--- config.mk ---
export PLATFORM = sky130hd
export DESIGN_NAME = logic_gates_tester
export DESIGN_NICKNAME = d
export VERILOG_FILES = /design/src/rtl/logic_gates_tester_pkg.sv /design/src/rtl/logic_gates_tester_settle_timer.sv /design/src/rtl/logic_gates_tester.sv
export SDC_FILE = /design/constraint.sdc
export NUM_CORES = 1
export LEC_CHECK = 0
export CORE_AREA = 2 2 75 77
export CTS_CLUSTER_SIZE = 25
export DETAILED_ROUTE_END_ITERATION = 8
export DIE_AREA = 0 0 77 79
export HOLD_SLACK_MARGIN = 0.02
export SYNTH_ARGS = -nofsm -noshare
export SYNTH_HDL_FRONTEND = slang
export SYNTH_SLANG_ARGS = --single-unit
--- constraint.sdc ---
create_clock -name clk -period 2.5 [get_ports clk]
set_input_delay 0.25 -clock clk [delete_from_list [all_inputs] [get_ports clk]]
set_output_delay 0.25 -clock clk [all_outputs]
set_load 0.01 [all_outputs]
--- src/rtl/logic_gates_tester_pkg.sv ---
// Shared types and golden truth table for the 3-input logic-gate tester.
package logic_gates_tester_pkg;

  typedef enum logic [1:0] {IDLE, DRIVE, SAMPLE, DONE} lgt_state_t;

  localparam int NUM_VEC = 8;
  localparam int VEC_W   = 3;

  // Bit i is the expected output for input vector {a,b,c} == i.
  localparam logic [NUM_VEC-1:0] EXP_X  = 8'b1001_0101;
  localparam logic [NUM_VEC-1:0] EXP_Y1 = 8'b1100_0000;

  localparam logic [VEC_W-1:0] LAST_VEC = VEC_W'(NUM_VEC - 1);
  localparam logic [3:0]       MAX_ERR  = 4'(NUM_VEC);

  function automatic logic vec_mismatch(input logic [VEC_W-1:0] vec,
                                        input logic             x,
                                        input logic             y1);
    return (x != EXP_X[vec]) || (y1 != EXP_Y1[vec]);
  endfunction

endpackage

--- src/rtl/logic_gates_tester_settle_timer.sv ---
// Hold counter: counts enabled cycles since the last clear and flags the
// final settle cycle so the caller can move on to sampling.
module settle_timer #(
  parameter int HOLD_CYCLES = 2
) (
  input  logic clk,
  input  logic rst,
  input  logic clear_i,
  input  logic enable_i,
  output logic expired_o
);

  localparam logic [7:0] LAST_CNT = 8'(HOLD_CYCLES - 1);

  logic [7:0] cnt_q;
  logic [7:0] cnt_d;

  always_comb begin
    cnt_d = cnt_q;
    if (clear_i) begin
      cnt_d = '0;
    end else if (enable_i) begin
      cnt_d = cnt_q + 8'd1;
    end
  end

  always_ff @(posedge clk) begin
    if (rst) begin
      cnt_q <= '0;
    end else begin
      cnt_q <= cnt_d;
    end
  end

  assign expired_o = (cnt_q == LAST_CNT);

endmodule

--- src/rtl/logic_gates_tester.sv ---
// Sweeps all eight {a,b,c} vectors into the gate block, checks x/y1 against
// the golden table and accumulates an error count and per-vector fail mask.
module logic_gates_tester
  import logic_gates_tester_pkg::*;
#(
  parameter int HOLD_CYCLES = 2
) (
  input  logic       clk,
  input  logic       rst,
  input  logic       start,
  output logic       a,
  output logic       b,
  output logic       c,
  input  logic       x_in,
  input  logic       y1_in,
  output logic       busy,
  output logic       done,
  output logic       pass,
  output logic [3:0] err_count,
  output logic [7:0] fail_mask
);

  lgt_state_t       state_q, state_d;
  logic [VEC_W-1:0] vec_q, vec_d;
  logic [VEC_W-1:0] abc_q, abc_d;
  logic [3:0]       err_q, err_d;
  logic [7:0]       mask_q, mask_d;
  logic             pass_q, pass_d;

  logic timer_clear;
  logic timer_en;
  logic timer_expired;
  logic mismatch;

  settle_timer #(
    .HOLD_CYCLES(HOLD_CYCLES)
  ) u_settle_timer (
    .clk      (clk),
    .rst      (rst),
    .clear_i  (timer_clear),
    .enable_i (timer_en),
    .expired_o(timer_expired)
  );

  // Only consulted in SAMPLE, so DRIVE-time glitches never reach the results.
  assign mismatch = vec_mismatch(vec_q, x_in, y1_in);

  always_comb begin
    state_d     = state_q;
    vec_d       = vec_q;
    abc_d       = abc_q;
    err_d       = err_q;
    mask_d      = mask_q;
    pass_d      = pass_q;
    timer_clear = 1'b0;
    timer_en    = 1'b0;

    case (state_q)
      IDLE: begin
        timer_clear = 1'b1;
        abc_d       = '0;
        if (start) begin
          err_d   = '0;
          mask_d  = '0;
          pass_d  = 1'b0;
          vec_d   = '0;
          state_d = DRIVE;
        end
      end

      DRIVE: begin
        timer_en = 1'b1;
        if (timer_expired) begin
          state_d = SAMPLE;
        end
      end

      SAMPLE: begin
        timer_clear = 1'b1;
        if (mismatch) begin
          mask_d[vec_q] = 1'b1;
          if (err_q != MAX_ERR) begin
            err_d = err_q + 4'd1;
          end
        end
        // The stimulus register steps together with the vector so a,b,c
        // change exactly on DRIVE entry and return to zero for DONE.
        if (vec_q == LAST_VEC) begin
          abc_d   = '0;
          state_d = DONE;
        end else begin
          vec_d   = vec_q + 3'd1;
          abc_d   = vec_q + 3'd1;
          state_d = DRIVE;
        end
      end

      DONE: begin
        abc_d   = '0;
        pass_d  = (err_q == 4'd0);
        state_d = IDLE;
      end

      default: begin
        abc_d   = '0;
        state_d = IDLE;
      end
    endcase
  end

  always_ff @(posedge clk) begin
    if (rst) begin
      state_q <= IDLE;
      vec_q   <= '0;
      abc_q   <= '0;
      err_q   <= '0;
      mask_q  <= '0;
      pass_q  <= 1'b0;
    end else begin
      state_q <= state_d;
      vec_q   <= vec_d;
      abc_q   <= abc_d;
      err_q   <= err_d;
      mask_q  <= mask_d;
      pass_q  <= pass_d;
    end
  end

  assign {a, b, c}  = abc_q;
  assign busy       = (state_q == DRIVE) || (state_q == SAMPLE);
  assign done       = (state_q == DONE);
  assign pass       = pass_q;
  assign err_count  = err_q;
  assign fail_mask  = mask_q;

endmodule

Word-level counts from Yosys, hierarchy flattened:

Memories as Yosys holds them, arrays and structs flattened. A register that Yosys moved wholly into a read port is not among the register bits.
Index checks and enable logic that the tools add are counted.

* divide/modulo/power cells: 0
* eq/ne operators: 13
* multipliers: 0
* magnitude comparators: 2
* mux-type cells: 28
* bitwise operators: 1
* add/subtract/negate cells: 3
* reductions and logical operators: 16
* shift operators: 0

Operators by type and width (number)
* $mux W3: 7
* $mux W8: 2
* $pmux W8 S2: 1
* $mux W4: 3
* $pmux W3 S2: 2
* $ne A2 B2 Y1 const B: 5
* $add A8 B1 Y8 const B: 1
* $eq A8 B1 Y1 const B: 1
* $or A8 B8 Y8: 1
* $pmux W2 S4: 1
* $pmux W4 S2: 1
* $mux W1: 6
* $mux W2: 3
* $reduce_and A3 Y1: 2
* $reduce_bool A2 Y1: 3
* $reduce_or A2 Y1: 3
* $add A4 B1 Y4 const B: 1
* $eq A2 B2 Y1 const B: 2
* $logic_not A4 Y1: 1
* $lt A3 B4 Y1 const B: 1
* $ne A4 B4 Y1 const B: 1
* $reduce_and A2 Y1: 2
* $reduce_and A4 Y1: 1
* $add A3 B1 Y3 const B: 1
* 9 further kinds: 11

* ROM bits: 16
* flip-flop bits (word level): 29
* input port bits: 5
* bits in latches: 0
* memories kept: 2
* output and inout port bits: 18
* bits in writable memories: 0

Memories
* (name not given): words 8, width 1, read ports 1, clocked after memory_dff 1, write ports 0, RTL line logic_gates_tester_pkg.sv:19 `return (x != EXP_X[vec]) || (y1 != EXP_Y1[vec]);`
* (name not given): words 8, width 1, read ports 1, clocked after memory_dff 1, write ports 0, RTL line logic_gates_tester_pkg.sv:19

Depth between registers and ports, before layout:

* depth in word-level cells: 7
* mapped depth: 7

Cells and area by module:

A second synthesis with hierarchy kept.

* cell total of the unflattened synthesis: 168
* area, all modules: 1519.0 µm²

Modules (own cells, without submodules)
* logic_gates_tester: cells each 126, area each 1146.1 µm², seq. area each 460.4 µm², times used 1
* settle_timer: cells each 42, area each 372.9 µm², seq. area each 160.2 µm², times used 1

Worst setup path before layout:

OpenSTA, ideal clock, no wires.

* kind: reg2reg
* from: reg state_q[0]
* to: reg err_q[2], in the netlist err_count[2]
* slack: 671 ps
* data required time: 2429 ps
* cell stages (with the launch flop): 7
* clock period less this slack: 1829 ps
* data arrival time: 1758 ps
* path buffers: 0
* path through: dfxtp_1 -> inv_1 -> ha_1 -> mux2i_1 -> a31o_2 -> or4_1 -> a21oi_1

* cells in the longest elaborated chain, start to end: 3

Ends and longest elaborated chain
* start: declaration: RTL line logic_gates_tester.sv:23 `lgt_state_t state_q, state_d;`
* start signal: assignment: RTL line logic_gates_tester.sv:120 `state_q <= state_d;`
* $eq A2 B2 Y1 / $logic_not A2 Y1 (equally long branches): RTL line logic_gates_tester.sv:58 `case (state_q)`
* $ne A2 B2 Y1 (no line) / $reduce_bool A2 Y1 (equally long branches)
* $reduce_and A4 Y1 (no line)
* end signal: assignment: RTL line logic_gates_tester.sv:123 `err_q <= err_d;`
* end: declaration: RTL line logic_gates_tester.sv:26 `logic [3:0] err_q, err_d;`

Several ways; a longest one is shown, not always the timed one.
A chain may end at the register's enable or synchronous reset.

Worst setup path after layout:

* from: reg state_q[0]
* to: reg mask_q[0], in the netlist fail_mask[0]

* cells in the longest elaborated chain, start to end: 3

Ends and longest elaborated chain
* $eq A2 B2 Y1 / $logic_not A2 Y1 (equally long branches): RTL line logic_gates_tester.sv:58
* $ne A2 B2 Y1 (no line) / $reduce_bool A2 Y1 (equally long branches)
* $reduce_and A3 Y1 (no line)
* end signal: assignment: RTL line logic_gates_tester.sv:124 `mask_q <= mask_d;`
* end: declaration: RTL line logic_gates_tester.sv:27 `logic [7:0] mask_q, mask_d;`

Several ways; a longest one is shown, not always the timed one.

==> impl_metrics.tcl <==
set metrics [dict create \
    antenna_cells_inserted 0 \
    gr-usage-all-layers_pct 11.41 \
    critical_path.startpoint_type "flip-flop" \
    power_leakage_nw 0.7004 \
    clock-sinks 31 \
    detail_route.first_pass.iterations 4 \
    worstPathCellList "inv_1, ha_1, mux2i_1, buf_4, a311oi_1, a21oi_1, nor2_1" \
    report.final.hold_viol_count 0 \
    unrepaired_setup_endpoints_after_global_routing "false" \
    timing.slew.headroom_pct 60.95 \
    max_clock_freq_ghz 0.5013 \
    crit_fanout 12 \
    timing.clock.skew_ns 0.006884 \
    cts-root-to-sink-buffers 2 \
    crit_path_max_incr_delay_ns 0.50 \
    die_y_um 79 \
    synth_fp_nets 186 \
    numPlacedInstances 261 \
    outcome "finished clean" \
    yosysTopAreaCell "dfxtp_1" \
    worst-setup-path-type "flip-flop to flip-flop" \
    tritoncts.num_buffers 5 \
    placement_rows 27 \
    critical_path_required_ns 2.72 \
    irDropWorstVdd_mv 0.3141 \
    timing.final.crit_share_pct 79.79 \
    final_period_minus_worst_setup_slack_ns 1.995 \
    post_dp_cell_area_um2 1794 \
    endpoint_kind "flip-flop" \
    layout.area.seq_um2 620.6 \
    worstSkewPairLatency_ns 0.28 \
    grt_max_degree 13 \
    final-setup-viol-count 0 \
    instances_no_fill 269 \
    die-width_um 77 \
    drt_iter0_drc 86 \
    synthFlopType "dfxtp_1" \
    power.density_cell_area_nw_per_um2 846.7 \
    wire_length_of_the_first_global_routing_pass_um 5589 \
    drive_above_1_share_pct 7.107 \
    layout.core_utilization_pct 35.82 \
    stdcell_area_um2 1912 \
    globalRouteOverflowTotal 0 \
    synth.top_cells.by_area "dfxtp_1 42%, ha_1 10%, nor2_1 5.6%, a21oi_1 5.4%, nand4_1 3.8%" \
    ys_seq_area_share_pct 41.89 \
    final_weighted_congestion_in_routability_driven_placement 0.8023 \
    post_synth_inst_count 169 \
    grt_pass1_vias 1218 \
    drv.max_cap_violation_count 0 \
    crit_slowest_cell "a311oi_1" \
    synth_top_area_share_pct 41.89 \
    fillerInstances 575 \
    top_level_ports 23 \
    final-max-slew-violation-count 0 \
    drt-total-wl_um 3162 \
    netlist_area_um2 1481 \
    post-cts-setup-buffers 0 \
    synth-async-reset-ratio_pct 0 \
    hold_class "flip-flop to flip-flop" \
    number_of_remaining_drc_errors 0 \
    fin_ws_ns 0.5052 \
    cts_resized 0 \
    routed-via-count 1271 \
    drt-vias-per-instance 4.725 \
    initial_utilization_pct 27.75 \
    count_of_state_elements_after_synthesis 31 \
    number_of_antenna_violations_at_the_first_check_in_global_routing 0 \
    synthesis.area_per_instance_um2 8.766 \
    ctsHtreeMaxLevel 2 \
    hold_buffers 0 \
    antenna_left 0 \
    finalSetupTns_ns 0 \
    route.detailed.wl_per_inst_um 11.75 \
    core_area_um2 5338 \
    dp_hpwl_um 2261 \
    synth_edf_count 0 \
    synth.lib_cells_used.distinct 35 \
    arrival_ns 2.21 \
    finalNetCount 213 \
    die_area_um2 6083 \
    max_slew.worst_pin.slew_ns 0.5818 \
    area_growth_from_synthesis_to_layout_pct 29.05 \
    cts_tree "done" \
    pre_cts_ws_ns 0.5133 \
    synth_warnings 0 \
    clkSlewWorstSetupHoldPaths_ns 0.07 \
    placement.io_buffers 22 \
    multi_input_comb_area_um2 810.8 \
    clockRootBuffer "clkbuf_8" \
]
==> cell usage in the layout (no fill, tap or decap), types with 4 or more instances in the layout <==
master	Yosys	final
a21oi_1	16	16
dfxtp_1	31	31
inv_1	8	8
o21ai_0	5	5
nand2_1	14	14
nand4_1	9	9
nor2_1	22	22
nor2b_1	4	4
xnor2_1	4	4
xor2_1	4	4
ha_1	12	12
o31ai_1	4	4
clkdlybuf4s50_1	0	22
clkbuf_8	0	6
==> Yosys cell counts (5+ instances only) <==
master,count
dfxtp_1,31
ha_1,12
nand2_1,14
a21oi_1,16
inv_1,8
nand4_1,9
o21ai_0,5
nor2_1,22
==> path summary, 6_finish.rpt <==
path	start	end	slack, ns	cells past startpoint
hold / removal	pass$_SDFFE_PP0P_	pass$_SDFFE_PP0P_	0.46	2
setup reg to reg	state_q[0]$_SDFFE_PP0P_	fail_mask[0]$_SDFFE_PP0P_	0.51	7
setup / recovery	state_q[0]$_SDFFE_PP0P_	fail_mask[0]$_SDFFE_PP0P_	0.51	7
hold reg to reg	pass$_SDFFE_PP0P_	pass$_SDFFE_PP0P_	0.46	2
==> power by group <==
group | internal (mW) | switching (mW) | leakage [nW]
Combinational | 0.233 | 0.300 | 0.389
Sequential | 0.535 | 0.0388 | 0.251
Clock | 0.322 | 0.190 | 0.0612
==> stage by stage <==
stage | total power, mW | hold slack [ns]
after floorplan | 0.9473 | 0.3417
after global placement | 1.114 | 0.4512
after detailed placement | 1.118 | 0.4570
after CTS | 1.642 | 0.4662
after global routing | 1.739 | 0.4962
final | 1.619 | 0.4630
==> registers in the layout (all words and copies together) (netlist names), named ones only <==
name                  count
abc_q                     3
fail_mask                 8
pass                      1
err_count                 4
state_q                   2
u_settle_timer.cnt_q      8
vec_q                     3
==> routing by layer <==
metal	global-route usage [%]	part of all wire (%)	up-vias	wire length (um)
met5	0	0	-	0
met4	5.893	2.4	0	75
met3	3.523	4.4	8	138
met2	17.02	42	25	1340
met1	14.84	51	579	1607
li1	-	-	659	-
==> critical path: cells and delay by family, from the launching register on <==
| family | cells | cell delay (ns) |
|---|---|---|
| AO/OA/AOI/OAI | 2 | 0.63 |
| adder cells (fa/ha/maj) | 1 | 0.37 |
| flip-flops | 1 | 0.36 |
| buffers and inverters | 2 | 0.30 |
| multiplexers | 1 | 0.16 |
| AND/OR/NAND/NOR | 1 | 0.12 |
==> cell families (layout without fill, tap and decap cells) <==
logic type	count (synthesis)	after routing	share of synthesized area, %
muxes	2	2	1.436
buffers and inverters	13	41	3.378
AOI/OAI and AO/OA	39	39	16.47
DFF	31	31	41.89
xor gates and xnor gates	8	8	4.729
and+or+nand+nor	64	64	21.96
adders and majority gates	12	12	10.13
==> cell type report <==
| cell class | instances | share of cell area [%] |
|---|---|---|
| Clock buffer | 6 | 4.319 |
| Clock inverter | 2 | 1.832 |
| Inverter | 8 | 1.571 |
| Multi-Input combinational cell | 125 | 42.41 |
| Sequential cell | 31 | 32.46 |
| Tap cell | 72 | 4.712 |
| Timing Repair Buffer | 25 | 12.70 |
Note: power is estimated with default switching activity, not from simulation.
